--- config.mk ---
export PLATFORM = sky130hd
export DESIGN_NAME = mux8_rr_arbiter
export DESIGN_NICKNAME = d
export VERILOG_FILES = /design/src/rtl/mux8_rr_arbiter_pkg.sv /design/src/rtl/mux8_rr_arbiter_mux.sv /design/src/rtl/mux8_rr_arbiter_pick.sv /design/src/rtl/mux8_rr_arbiter.sv
export SDC_FILE = /design/constraint.sdc
export NUM_CORES = 1
export LEC_CHECK = 0
export ABC_AREA = 1
export CELL_PAD_IN_SITES_DETAIL_PLACEMENT = 2
export CELL_PAD_IN_SITES_GLOBAL_PLACEMENT = 2
export CORE_MARGIN = 10
export CORE_UTILIZATION = 27
export CTS_CLUSTER_SIZE = 20
export DETAILED_ROUTE_END_ITERATION = 10
export PLACE_DENSITY_LB_ADDON = 0.05
export SLEW_MARGIN = 20
export SYNTH_ARGS = -nofsm -noshare
export SYNTH_HDL_FRONTEND = slang
export SYNTH_HIERARCHICAL = 1
export SYNTH_SLANG_ARGS = --single-unit
--- constraint.sdc ---
create_clock -name clk -period 5.1 [get_ports clk]
set_input_delay 1.02 -clock clk [delete_from_list [all_inputs] [get_ports clk]]
set_output_delay 1.02 -clock clk [all_outputs]
set_load 0.03 [all_outputs]
--- src/rtl/mux8_rr_arbiter_pkg.sv ---
// Shared state codes and widths for the round-robin 8:1 mux arbiter.
package mux8_rr_arbiter_pkg;

  typedef enum logic {
    ST_IDLE  = 1'b0,
    ST_GRANT = 1'b1
  } state_t;

  localparam int SEL_W = 3;
  localparam int N_REQ = 8;
  localparam int CNT_W = 5;

endpackage

--- src/rtl/mux8_rr_arbiter_mux.sv ---
// Shared 8:1 single-bit multiplexer, inputs I0..I7 selected by {S2,S1,S0}.
module mux8
  import mux8_rr_arbiter_pkg::*;
(
  input  logic [N_REQ-1:0] d,
  input  logic [SEL_W-1:0] s,
  output logic             y
);

  logic [N_REQ-1:0] term;

  for (genvar g = 0; g < N_REQ; g++) begin : g_term
    assign term[g] = d[g] & (s == SEL_W'(g));
  end

  assign y = |term;

endmodule

--- src/rtl/mux8_rr_arbiter_pick.sv ---
// Round-robin picker: rotate req so ptr lands at bit 0, priority encode, rotate back.
module rr_pick8
  import mux8_rr_arbiter_pkg::*;
(
  input  logic [N_REQ-1:0] req,
  input  logic [SEL_W-1:0] ptr,
  output logic [SEL_W-1:0] idx,
  output logic             any
);

  logic [N_REQ-1:0] rot;
  logic [SEL_W-1:0] off;

  always_comb begin
    rot = '0;
    for (int i = 0; i < N_REQ; i++) begin
      rot[i] = req[SEL_W'(i) + ptr];
    end
  end

  // Scan downward so the lowest set bit (closest to ptr) wins.
  always_comb begin
    off = '0;
    for (int i = N_REQ - 1; i >= 0; i--) begin
      if (rot[i]) off = SEL_W'(i);
    end
  end

  assign idx = off + ptr;
  assign any = |req;

endmodule

--- src/rtl/mux8_rr_arbiter.sv ---
// Round-robin arbiter driving the shared 8:1 mux select, with bursts of up to
// MAX_BURST transfers per grant under a valid/ready handshake.
module mux8_rr_arbiter
  import mux8_rr_arbiter_pkg::*;
#(
  parameter int MAX_BURST = 4
) (
  input  logic             clk,
  input  logic             rst_n,
  input  logic [N_REQ-1:0] req,
  input  logic [N_REQ-1:0] din,
  input  logic             out_ready,
  output logic [SEL_W-1:0] sel,
  output logic [N_REQ-1:0] grant,
  output logic             out_valid,
  output logic             out_data
);

  state_t           state, state_n;
  logic [SEL_W-1:0] ptr, ptr_n, sel_n, pick_ptr, pick_idx;
  logic [N_REQ-1:0] grant_n;
  logic [CNT_W-1:0] cnt, cnt_n;
  logic             pick_any, mux_y, xfer, last, grant_end;

  // While granting, the picker already looks from sel+1 so a re-pick needs no bubble.
  assign pick_ptr = (state == ST_GRANT) ? sel + SEL_W'(1) : ptr;

  rr_pick8 u_pick (
    .req (req),
    .ptr (pick_ptr),
    .idx (pick_idx),
    .any (pick_any)
  );

  mux8 u_mux (
    .d (din),
    .s (sel),
    .y (mux_y)
  );

  assign out_valid = (state == ST_GRANT) & req[sel];
  assign out_data  = mux_y & out_valid;
  assign xfer      = out_valid & out_ready;
  assign last      = xfer & (cnt == CNT_W'(MAX_BURST - 1));
  assign grant_end = (state == ST_GRANT) & (~req[sel] | last);

  always_comb begin
    state_n = state;
    ptr_n   = ptr;
    sel_n   = sel;
    grant_n = grant;
    cnt_n   = cnt;
    case (state)
      ST_IDLE: begin
        if (pick_any) begin
          state_n = ST_GRANT;
          sel_n   = pick_idx;
          grant_n = N_REQ'(1) << pick_idx;
          cnt_n   = '0;
        end
      end
      ST_GRANT: begin
        if (grant_end) begin
          ptr_n = pick_ptr;
          cnt_n = '0;
          if (pick_any) begin
            sel_n   = pick_idx;
            grant_n = N_REQ'(1) << pick_idx;
          end else begin
            state_n = ST_IDLE;
            grant_n = '0;
          end
        end else if (xfer) begin
          cnt_n = cnt + CNT_W'(1);
        end
      end
      default: begin
        state_n = ST_IDLE;
        grant_n = '0;
        cnt_n   = '0;
      end
    endcase
  end

  always_ff @(posedge clk) begin
    if (!rst_n) begin
      state <= ST_IDLE;
      ptr   <= '0;
      sel   <= '0;
      grant <= '0;
      cnt   <= '0;
    end else begin
      state <= state_n;
      ptr   <= ptr_n;
      sel   <= sel_n;
      grant <= grant_n;
      cnt   <= cnt_n;
    end
  end

endmodule

==> impl_summary.txt <==
----------------------------------------------------
[Timing]
  Minimum clock period after layout ... 4250 ps
  Final-report max-slew violation count ... 0
  Measured slew at the worst slew-check pin ... 526 ps
  Final setup fails ... 0
  Fraction of the cycle the final worst path needs ... 83.3%
  Worst slew margin relative to its limit ... between 60 and 70%
  Highest clock rate ... 236 MHz
  Final setup skew ... 5.69 ps
  Number of endpoints with negative hold slack in the final report ... 0
  Setup TNS ... 0 ps
  RSZ-0062 raised after global routing ... no

[Synth]
  Post-synthesis sequential area ratio ... between 20 and 25%
  Mean instance size in the synthesized netlist ... 6.05 um^2
  Library cell with the largest summed area after synthesis ... sky130_fd_sc_hd__dfxtp_1
  Count of cell types in the netlist ... 37
  Mapped Nets ... ~320
  Flip-flop and latch count after synthesis ... 20
  Top cell type's share of synthesized area ... 22.3%
  Number of warning messages in the yosys log ... 6
  Main area contributors after synthesis ... sky130_fd_sc_hd__dfxtp_1, sky130_fd_sc_hd__nand2_1, sky130_fd_sc_hd__nand3_1
  Post-Synthesis Cell Area ... 1800 um^2
  Instance count of the mapped netlist ... between 200 and 300

[Global routing]
  Overflow after GRT ... 0
  Antenna violations before repair ... 0
  Maximum number of pins on one net before global-route repair ... 15
  First-pass GRT wire length ... between 10000 and 15000 um
  Via count of the first global-routing pass ... 2152
  Global Route Usage Sum ... 12.6%

[Routing]
  Detail-routed via count per cell ... 4.86
  Detail Route Antenna Nets ... 0
  Vias ... around 2k
  Final routed wire length divided by cell count ... 15.0 um
  Detailed Route WL ... slightly above 6000 um
  Initial DRT Pass Iterations ... 4
  First-iteration detailed-routing DRC count ... 65
  DR DRC count ... 0

[Power and ir drop]
  Leakage power summed over all cells ... 1.06 nW
  PD cells ... 681 nW/um^2
  Peak supply drop ... 288 uV

[Critical path]
  Launching element type of the critical path ... register
  CP max stage cell ... sky130_fd_sc_hd__dfxtp_1
  Critical path destination ... grant[5]$_SDFFE_PN0P_
  Setup slack of the most critical reg-to-reg path ... 850 ps
  Arrival time worst endpoint ... about 4400 ps
  Worst reg-to-reg path cell count ... 26
  Kind of end point of the critical path ... register
  Maximum single-stage delay on the critical path ... just over 600 ps
  Buffer and inverter count on the worst path ... 4
  Critical Path Start ... sel[0]$_SDFFE_PN0P_
  Total number of cells along the worst setup path ... 26
  Required time at the worst-slack endpoint ... 5300 ps
  Kind of cell with the highest combined delay on the critical path ... simple AND/OR/NAND/NOR gates
  Critical Setup Path Class ... reg -> reg
  Startpoint of the worst register-to-register path ... sel[0]$_SDFFE_PN0P_
  Critical-path maximum fanout ... 14
  Crit Reg-Reg Endpoint ... grant[5]$_SDFFE_PN0P_
  Dominant cell type by count on the critical path ... sky130_fd_sc_hd__nand2_1

[Clock network]
  Skew-Pair Late Insertion Delay ... 270 ps
  Number of buffers added by the clock tree synthesis step ... 3
  Post-CTS Setup Inserts ... 0
  H-tree levels ... 1
  TritonCTS clock tree ... yes
  Clock Pin Slew Worst Setup and Hold Paths ... 80 ps
  Cell at the root of the clock tree ... sky130_fd_sc_hd__clkbuf_8
  Resized cells post-CTS ... 0
  CTS sink cnt ... 20
  Hold buffer count at cts ... 0
  Buffer levels on the longest clock path ... 2

[Die]
  Y dimension of the die ... around 100 um
  Area of the core region ... 6420 um^2
  Number of top-level pins ... 32
  Die width ... 102 um
  Die ar. ... roughly 10000 um^2
  FP Rows ... 29
  Starting density of the core ... about 28%

[Hold path]
  Worst Hold Depth ... 2
  Hold/Removal Path Class ... reg -> reg
  HP Start ... grant[4]$_SDFFE_PN0P_

[Run status]
  Run status ... completed

[Cells and area]
  Diode count ... 0
  Post-layout instance count excluding filler cells ... 406
  Area overhead of the layout relative to synthesis ... 24.9%
  Share of the core filled with cells ... approximately a third
  Fillcell total ... 809
  Share of cells above drive strength 1 ... 10.6%
  Nets ... approximately 360

[Placed design]
  Count of port buffers added during placement ... 31
  Global placer's final weighted congestion ... roughly 0.74
  Half-perimeter wire length after placement ... 5040 um
  Total placed cells including tap cells ... 402

[Job]
  Max Cap Violations ... 0

----------------------------------------------------
worst register-to-register path: cells and delay by family, from the launching register on:
| family | cells | cell delay, ps |
|---|---|---|
| compound gates | 3 | 420 |
| xor+xnor | 1 | 170 |
| simple gates | 14 | 1280 |
| flops | 1 | 620 |
| buf+inv | 4 | 540 |
| fa+ha+maj | 4 | 1160 |
state kept, by name, summed over array words and instances (netlist names):
name and count:
grant 8, cnt 5, ptr 3, sel 3, state 1
per-layer routing:
metal | global-route usage [%] | share of wire, % | up-vias
li1 | - | - | 1010
met1 | 16.7 | 50 | 927
met2 | 20.6 | 45 | 33
met3 | 2.38 | 4.7 | 4
met4 | 2.64 | 0.84 | 0
met5 | 0 | 0 | -
synth_stat cells (all sizes together):
cell type	instances
a21oi	14
buf	4
clkbuf	1
clkinv	3
dfxtp	20
fa	1
ha	5
inv	38
nand2	107
nand3	41
nand3b	3
nand4	8
nor2	32
nor3	3
nor4	2
o21a	1
o21ai	7
o21bai	1
or2	1
xnor2	3
xor2	2
cell type report:
cell class                 count  area, um^2  share of cell area, %
clock buffer                   3        41.3                   1.84
clock inverter                 1        30.0                   1.34
inverter                      41         165                   7.37
multi-input combinational    231        1180                   52.8
sequential                    20         400                   17.9
tap                           77        96.3                   4.30
timing repair buffer          33         325                   14.5
worst min path at each step:
| stage | to | slack, ps |
|---|---|---|
| floorplan | ptr[2]$_SDFFE_PN0P_ | 440 |
| global placement | grant[2]$_SDFFE_PN0P_ | 430 |
| detailed placement | grant[4]$_SDFFE_PN0P_ | 440 |
| CTS | grant[4]$_SDFFE_PN0P_ | 460 |
| global route | grant[4]$_SDFFE_PN0P_ | 490 |
| finish | grant[4]$_SDFFE_PN0P_ | 450 |
report_power, final:
part / switching, W / leakage, nW / internal (W) / total, W
sequential: 0.0000544 / 0.163 / 0.000195 / 0.000249
clock: 0.0000596 / 0.0357 / 0.000105 / 0.000165
combinational: 0.000728 / 0.860 / 0.000386 / 0.00111
total: 0.000842 / 1.06 / 0.000686 / 0.00153
cell usage in the layout, fill, tap and decap left out, drive strengths merged, types with 2 or more instances in the layout:
cell / count
a21oi: 14
nor2: 32
clkdlybuf4s50: 31
nor4: 2
dfxtp: 20
xor2: 2
clkinv: 3
ha: 5
o21ai: 7
xnor2: 3
nand4: 8
nand3b: 3
nand2: 107
buf: 2
inv: 38
clkbuf: 3
nor3: 3
nand3: 41
cells by family (layout without fill, tap and decap cells):
family | Yosys count | in the layout | share of synthesized area (%)
flip-flops | 20 | 20 | 22.3
XOR/XNOR | 5 | 5 | 2.86
adder cells (fa/ha/maj) | 6 | 6 | 4.60
AO/OA/AOI/OAI | 23 | 23 | 7.11
buffers and inverters | 46 | 78 | 11.8
AND/OR/NAND/NOR | 197 | 197 | 51.4
metrics by stage:
stage	instance area (um^2)	power, W	hold WS (ps)	setup slack, ps
2_1_floorplan	1800	0.00108	445	1270
3_3_place_gp	2170	0.00135	432	989
3_5_place_dp	2170	0.00138	441	800
4_1_cts	2240	0.00156	459	752
5_1_grt	2240	0.00172	491	277
6_report	2240	0.00153	452	854
Power figures use the tool's default switching activity.
==> RTL change: new RTL, same settings <==
Change the package constant `N_REQ` from 8 to 16.
--- a/src/rtl/mux8_rr_arbiter_pkg.sv
+++ b/src/rtl/mux8_rr_arbiter_pkg.sv
@@ -7,7 +7,7 @@
   } state_t;
 
   localparam int SEL_W = 3;
-  localparam int N_REQ = 8;
+  localparam int N_REQ = 16;
   localparam int CNT_W = 5;
 
 endpackage
Interface: changed (resized din, grant and req); port bits go from 32 to 56. The function was not compared with the original's and may differ.
==> RTL change against the unedited design <==
- wire length grew 9.5%
- sequential cell count is the same
- total power shrank 10%
- setup slack lost 110 ps
- die area grew 6.7%
- final area grew 13%
- global-route usage shrank 0.49 points
- area after synthesis grew 8.4%
- utilization grew 1.7 points
- critical endpoint is now grant[7]
==> RTL change: results (changes against the unedited design) <==
[status]
status=finished, final reports clean  ; unchanged

[cells_and_area]
multi_input_cells=249  ; was 231
sh_seq_area_pct=15.8  ; was 17.9%
multi_input_area_share_pct=49.6  ; was 52.8%
fin_nets=414  ; was 355
area_growth_pct=30.0  ; was 24.9%
non_clock_buffer_area_share_pct=19.5  ; was 14.5%
final.fill_count=886  ; was 809
layout-drive-gt1-share_pct=9.14  ; was 10.6%
nNonClkInverters=49  ; was 41
nClkBuffers=3  ; unchanged
clock_area_share_pct=2.82  ; was 3.18%
n_all_buffers=50  ; was 33
reg_top3=grant x8, cnt x5  ; unchanged

[synthesis]
async_flop_share_pct=0  ; unchanged
syn_area_um2=1950  ; was 1800 um^2
yosysUniqueCellTypes=32  ; was 37
synthCells=327  ; was 297
ys_top_cells_by_count=nand2_1, nand3_1, inv_1  ; unchanged
ys_seq_area_share_pct=20.6  ; was 22.3%
netlist_top_cells_area=dfxtp_1, nand2_1, nand3_1, inv_1, nor2_1  ; unchanged

[detailed_routing]
firstDrtPassIters=4  ; unchanged
wl_met3_um=267  ; was 283 um
route.met2.wl_um=3000  ; was 2720 um
num_vias=2162  ; was 1974
routedWlPerCell_um=14.2  ; was 15.0 um
drt_wl_total_um=6660  ; was 6080 um
wl_met1_um=3350  ; was 3020 um
drtIter0Drc=47  ; was 65

[placement]
globalplace.congestion=0.712  ; was 0.742
dp_hpwl_um=5540  ; was 5040 um
portBuffers=47  ; was 31
dp_slack_ps=799  ; was 800 ps
dp_cells=464  ; was 402

[cts]
cts.sinks=20  ; unchanged
cts_root_buffer=clkbuf_8  ; unchanged
ctsHtreeMaxLevel=1  ; unchanged
postCtsSetupRepairBufs=0  ; unchanged
clkTransAtPathRegs_ps=80  ; about the same
insertion_delay_ps=260

[global_routing]
grt_pass1_vias=2311  ; was 2152
grt_max_degree=18  ; was 15
grt_pass1_wl_um=11500  ; was 10600 um
grtUsageMet1_pct=16.4  ; was 16.7%
gr-usage-met3_pct=2.27  ; was 2.38%
track_usage_pct=12.1  ; was 12.6%
use_met2_pct=19.6  ; was 20.6%

[sta]
worstMarginPinSlew_ps=525  ; was 526 ps
finClkSkew_ps=5.87  ; was 5.69 ps

[critical_path]
arrival_ps=4550  ; was 4440 ps
cp_max_fo=17  ; was 14
max_stage_delay_ps=420  ; was 620 ps
crit_slowest_cell=ha_1  ; was dfxtp_1

[min_path]
hp-class=flip-flop to flip-flop  ; unchanged

[power_and_ir_drop]
ir_worst_vdd_v=0.000201  ; was 0.000288 V
p_leak_nw=1.18  ; was 1.06 nW

[RTL change: cell count changes after synthesis, sizes merged, moves of 5 or more]
cell   delta
a21oi     +6
nand3    +11
buf       +9
inv       +9
nand4     -5
nor2      -5
[RTL change: kinds of logic after synthesis]
family	after synthesis	synth area share, %
flops	20	20.6
compound gates	28	8.04
fa+ha+maj	6	4.24
buf+inv	65	16.3
simple gates	202	48.0
other cells	1	0.193
xor+xnor	5	2.64
[RTL change: path summary, 6_finish.rpt]
| kind | slack [ps] | startpoint | to | depth (start not counted) |
|---|---|---|---|---|
| min | 470 | grant[4] | grant[4] | 2 |
| max reg2reg | 740 | sel[0] | grant[7] | 27 |
| min reg2reg | 470 | grant[4] | grant[4] | 2 |
| max | 740 | sel[0] | grant[7] | 27 |
[RTL change: power breakdown]
part / total (mW) / switching, mW / internal, mW
logic: 0.996 / 0.644 / 0.352
registers: 0.218 / 0.0270 / 0.191
clock network: 0.161 / 0.0564 / 0.105
total: 1.37 / 0.727 / 0.648
